==> src/rtl/ecc_hamming_decoder_pipe.sv <==
// ecc_hamming_decoder_pipe
//   Two-stage pipelined Hamming SEC/SECDED decoder with valid/ready handshake.
//   Stage 1 registers the codeword, its syndrome and the overall parity check.
//   Stage 2 classifies the word, corrects a single error, and extracts data.
//
// Ports:
//   clk, rst_n            clock, asynchronous active-low reset
//   in_valid/in_ready     input handshake
//   codeword[C-1:0]       received codeword, codeword[k] = Hamming position k+1
//   extra_parity          received overall (even) parity bit
//   out_valid/out_ready   output handshake
//   dout[D-1:0]           corrected data
//   sec, ded              single error corrected / uncorrectable error detected
//   err_pos[P-1:0]        syndrome (0 = no error or error in extra_parity)
//   cnt_clr               synchronous clear of the error counters
//   sec_cnt, ded_cnt      saturating error counters
//
// Optional feature macro: ECC_HAMMING_ERR_CNT_EN
//   defined   -> sec_cnt/ded_cnt count output handshakes carrying sec/ded
//   undefined -> counters tied to 0, cnt_clr ignored

module ecc_hamming_decoder_pipe #(
  parameter int D      = 4,
  parameter int C      = 7,
  parameter int SECDED = 1,
  parameter int CNT_W  = 16
) (
  input  logic             clk,
  input  logic             rst_n,
  input  logic             in_valid,
  output logic             in_ready,
  input  logic [C-1:0]     codeword,
  input  logic             extra_parity,
  output logic             out_valid,
  input  logic             out_ready,
  output logic [D-1:0]     dout,
  output logic             sec,
  output logic             ded,
  output logic [C-D-1:0]   err_pos,
  input  logic             cnt_clr,
  output logic [CNT_W-1:0] sec_cnt,
  output logic [CNT_W-1:0] ded_cnt
);

  localparam int P = C - D;

  // Bit k (1-based Hamming position) of a codeword.
  function automatic logic cw_bit(input logic [C-1:0] cw, input int k);
    return |(cw & (C'(1) << (k - 1)));
  endfunction

  // s[i] = XOR of all positions whose index has bit i set.
  function automatic logic [P-1:0] calc_syndrome(input logic [C-1:0] cw);
    logic [P-1:0] s;
    s = '0;
    for (int i = 0; i < P; i++) begin
      for (int k = 1; k <= C; k++) begin
        if (((k >> i) & 1) != 0) begin
          s = s ^ (P'(cw_bit(cw, k)) << i);
        end
      end
    end
    return s;
  endfunction

  // Data sits at the non-power-of-two positions, lowest data bit first.
  function automatic logic [D-1:0] extract_data(input logic [C-1:0] cw);
    logic [D-1:0] d;
    int           j;
    d = '0;
    j = 0;
    for (int k = 1; k <= C; k++) begin
      if ((k & (k - 1)) != 0) begin
        if (j < D) begin
          d = d | (D'(cw_bit(cw, k)) << j);
        end
        j++;
      end
    end
    return d;
  endfunction

  // Stage registers
  logic         v1_q, v2_q;
  logic [C-1:0] cw1_q;
  logic [P-1:0] s1_q;
  logic         p1_q;
  logic [D-1:0] dout_q;
  logic         sec_q, ded_q;
  logic [P-1:0] pos_q;

  // Next-state values
  logic [P-1:0] s_d;
  logic         p_d;
  logic [C-1:0] corr_d;
  logic [D-1:0] dout_d;
  logic         sec_d, ded_d;

  logic adv1, adv2;

  // A stage may load when it is empty or its content moves on this cycle.
  assign adv2     = !v2_q || out_ready;
  assign adv1     = !v1_q || adv2;
  assign in_ready = adv1;

  assign s_d = calc_syndrome(codeword);
  assign p_d = (SECDED != 0) ? (^codeword ^ extra_parity) : 1'b0;

  always_comb begin
    corr_d = cw1_q;
    sec_d  = 1'b0;
    ded_d  = 1'b0;
    if (s1_q == '0) begin
      // Only the extra parity bit can be wrong; data is untouched.
      sec_d = p1_q;
    end else if (int'(s1_q) > C) begin
      // Syndrome points outside the codeword: cannot be a single error.
      ded_d = 1'b1;
    end else if (p1_q || (SECDED == 0)) begin
      corr_d = cw1_q ^ (C'(1) << (int'(s1_q) - 1));
      sec_d  = 1'b1;
    end else begin
      // Non-zero syndrome with even overall parity: two bits flipped.
      ded_d = 1'b1;
    end
    dout_d = extract_data(corr_d);
  end

  always_ff @(posedge clk or negedge rst_n) begin
    if (!rst_n) begin
      v1_q  <= 1'b0;
      cw1_q <= '0;
      s1_q  <= '0;
      p1_q  <= 1'b0;
    end else if (adv1) begin
      v1_q <= in_valid;
      if (in_valid) begin
        cw1_q <= codeword;
        s1_q  <= s_d;
        p1_q  <= p_d;
      end
    end
  end

  always_ff @(posedge clk or negedge rst_n) begin
    if (!rst_n) begin
      v2_q   <= 1'b0;
      dout_q <= '0;
      sec_q  <= 1'b0;
      ded_q  <= 1'b0;
      pos_q  <= '0;
    end else if (adv2) begin
      v2_q <= v1_q;
      // Result registers only change when a new word arrives, so a stalled
      // or drained output keeps its last value.
      if (v1_q) begin
        dout_q <= dout_d;
        sec_q  <= sec_d;
        ded_q  <= ded_d;
        pos_q  <= s1_q;
      end
    end
  end

  assign out_valid = v2_q;
  assign dout      = dout_q;
  assign sec       = sec_q;
  assign ded       = ded_q;
  assign err_pos   = pos_q;

`ifdef ECC_HAMMING_ERR_CNT_EN
  logic [CNT_W-1:0] sec_cnt_q, ded_cnt_q;
  logic             out_hs;

  assign out_hs = v2_q && out_ready;

  // Clear has priority over a simultaneous increment.
  always_ff @(posedge clk or negedge rst_n) begin
    if (!rst_n) begin
      sec_cnt_q <= '0;
      ded_cnt_q <= '0;
    end else if (cnt_clr) begin
      sec_cnt_q <= '0;
      ded_cnt_q <= '0;
    end else begin
      if (out_hs && sec_q && (sec_cnt_q != '1)) begin
        sec_cnt_q <= sec_cnt_q + CNT_W'(1);
      end
      if (out_hs && ded_q && (ded_cnt_q != '1)) begin
        ded_cnt_q <= ded_cnt_q + CNT_W'(1);
      end
    end
  end

  assign sec_cnt = sec_cnt_q;
  assign ded_cnt = ded_cnt_q;
`else
  logic unused_cnt_clr;
  assign unused_cnt_clr = cnt_clr;
  assign sec_cnt        = '0;
  assign ded_cnt        = '0;
`endif

endmodule

==> config.mk <==
export PLATFORM = sky130hd
export DESIGN_NAME = ecc_hamming_decoder_pipe
export DESIGN_NICKNAME = d
export VERILOG_FILES = /design/src/rtl/ecc_hamming_decoder_pipe.sv
export SDC_FILE = /design/constraint.sdc
export NUM_CORES = 1
export LEC_CHECK = 0
export ABC_CLOCK_PERIOD_IN_PS = 4000
export CORE_ASPECT_RATIO = 0.7
export CORE_UTILIZATION = 39
export CTS_CLUSTER_DIAMETER = 60
export CTS_CLUSTER_SIZE = 10
export DETAILED_ROUTE_END_ITERATION = 7
export PLACE_DENSITY = 0.88
export SKIP_CTS_REPAIR_TIMING = 1
export SYNTH_ARGS = -nofsm -noshare
export SYNTH_HDL_FRONTEND = slang
export SYNTH_SLANG_ARGS = --single-unit
export TNS_END_PERCENT = 5
==> constraint.sdc <==
create_clock -name clk -period 4 [get_ports clk]
set_clock_uncertainty 0.05 [all_clocks]
set_input_delay 0.6 -clock clk [delete_from_list [all_inputs] [get_ports clk]]
set_output_delay 0.6 -clock clk [all_outputs]
set_load 0.05 [all_outputs]
==> metrics.txt <==
Top cell by count, worst path=clkdlybuf4s50_1; CP max FO=3; total CTS buffers=3; synth-to-layout area growth=15.2%; CORE AREA=roughly 2800 sq um; Sinks on Clock Net=19; final wirelength=between 1500 and 2000 microns; Avg WL per Cell=about 9.5 microns; deepest clock path buffer count=2; initial antenna violation count=0; Netlist cell types=24; Sum Neg Setup Slack=0 ns; status=finished clean; slowest cell on the critical path=clkdlybuf4s50_1; Worst-Skew Late Latency=0.26 ns; Slew headroom=46.0%; Yosys warning total=0; crit end category=output pin; Worst Path Arrival=2.03 ns; Fin. Hold Viols=0; total die area=between 3000 and 4000 sq um; RSZ-0062 raised after global routing=no; total power=762 uW; Initial DRC Count=27; Root Buffer=clkbuf_8; GRT overflow=0; Detail Route Antenna Nets=0; max_cap viols=0; Via Count=~740; WS Path Type=primary input to output pin; # setup viols final=0; P per Cell Area=565 nW/um^2; Syn Inst Count=between 100 and 150; synthesized area per cell=9.77 sq um; max-slew violations=0; htree depth=1; fin nets=159; DRC Markers=0; leak pwr=0.605 nW; IO buf count=22; Worst Setup Start Kind=primary input; number of global-route vias before repair=between 600 and 700; mapped cell area=1170 sq um; Chip Width=67.5 microns; die height=47.9 microns; Tot GR Track Use=12.0%; HP Class=flop to flop; Required @ worst endpoint=3.35 ns; # rows=16; actual slew at the worst max-slew pin=0.807 ns; commonest non-fill, non-tap cell in the layout=conb_1; share of cells above drive strength 1=6.29%; ANT cells=0; CP top delay family=buffers and inverters; 1st-pass router iterations=4; largest net degree at the start of global routing=20; IO Count=56; first-pass GRT wire length=2700 microns; Vias per Instance=4.11; flops & latches, synth=19; CTS clk-pin slew, worst paths=0.07 ns; Hold WS=0.443 ns; initial core utilization=41.5%; crit path time final=roughly 2.7 ns; CTS tree=done; Largest stage delay, worst path=around 0.8 ns; VDD IR-drop max=159 uV; post-synth top area cell=dfrtp_1; most frequent cells in the layout=32 x conb_1, 22 x clkdlybuf4s50_1, 19 x dfrtp_1; Final HPWL DP=1400 microns; Synth top area share=40.6%; final period utilization=67.1%; post-synthesis sequential area ratio=40.6%; CP cell instances=clkdlybuf4s50_1, nand3b_1, clkdlybuf4s50_1; GPL Wtd Cong=0.788; synth top area cells=dfrtp_1 41%, buf_4 20%, xnor2_1 8.2%; Achievable Freq=roughly 370 MHz; Critical path buffers and inverters=2
==> routing by layer <==
| layer | track usage, % | up-vias | wire, microns |
|---|---|---|---|
| met1 | 15.0 | 335 | 846 |
| li1 | - | 371 | - |
| met4 | 3.83 | 0 | 10 |
| met5 | 0 | - | 0 |
| met2 | 18.6 | 28 | 721 |
| met3 | 5.71 | 2 | 123 |
==> cells by family after synthesis <==
logic type	after synthesis	synth area share, %
buf+inv	37	22.2
simple gates	26	11.2
flops	19	40.6
compound gates	15	7.58
xor+xnor	15	11.2
mux	5	4.80
fa+ha+maj	2	2.13
other cells	1	0.320
==> metrics by stage <==
step | area, sq um | utilization, % | instances | setup WS, ns
CTS | 1350 | 47.8 | 179 | 1.31
detailed placement | 1310 | 46.2 | 175 | 1.31
global route | 1350 | 47.8 | 179 | 1.27
global placement | 1310 | 46.2 | 175 | 1.32
floorplan | 1290 | - | 151 | 1.83
finish | 1350 | 47.8 | 179 | 1.32
==> worst register-to-register path, delay by kind of cell (launching register included) <==
kind,cells,cell delay [ns]
AO/OA/AOI/OAI,1,0.23
adder cells (fa/ha/maj),1,0.33
buffers and inverters,1,0.13
flip-flops,1,0.41
AND/OR/NAND/NOR,3,0.63
==> registers in the layout, indices dropped and copies added (netlist names), 3 cells and up <==
register	flops
s1_q	3
cw1_q	4
dout	4
err_pos	3
==> worst paths after layout <==
kind / start / endpoint / slack, ns / depth (start not counted)
max in group asynchronous: rst_n / s1_q[1] / 2.63 / 1
setup reg to reg: s1_q[0] / dout[3] / 2.16 / 6
min in group asynchronous: rst_n / sec / 0.76 / 1
hold / removal: err_pos[2] / err_pos[2] / 0.44 / 2
setup / recovery: out_ready / in_ready / 1.32 / 3
hold reg to reg: err_pos[2] / err_pos[2] / 0.44 / 2
==> cell type report <==
type / count / area (sq um)
inverter: 3 / 11.3
clock buffer: 4 / 45.0
fill: 297 / 1470
sequential: 19 / 475
tap: 36 / 45.0
multi-input combinational: 95 / 553
timing repair buffer: 22 / 220
==> synthesized netlist by cell type <==
| master | count |
|---|---|
| or4b_1 | 1 |
| a41oi_1 | 1 |
| or3_1 | 1 |
| dfrtp_1 | 19 |
| nand2_1 | 11 |
| inv_1 | 3 |
| o21ai_1 | 1 |
| nand3_1 | 1 |
| mux2_2 | 5 |
| nand4_1 | 1 |
| nor2b_1 | 1 |
| o21ai_0 | 8 |
| xor2_1 | 4 |
| a21oi_1 | 4 |
| conb_1 | 1 |
| buf_2 | 1 |
| ha_1 | 2 |
| nor2_1 | 3 |
| clkbuf_1 | 1 |
| nand3b_1 | 1 |
| nand2b_1 | 6 |
| a2111oi_2 | 1 |
| buf_4 | 32 |
| xnor2_1 | 11 |
==> report_power, final <==
part	internal, mW	switching [mW]	leakage (nW)
registers	0.238	0.0318	0.221
clock network	0.0708	0.0603	0.0228
logic	0.112	0.250	0.361
Note: power is estimated with default switching activity, not from simulation.
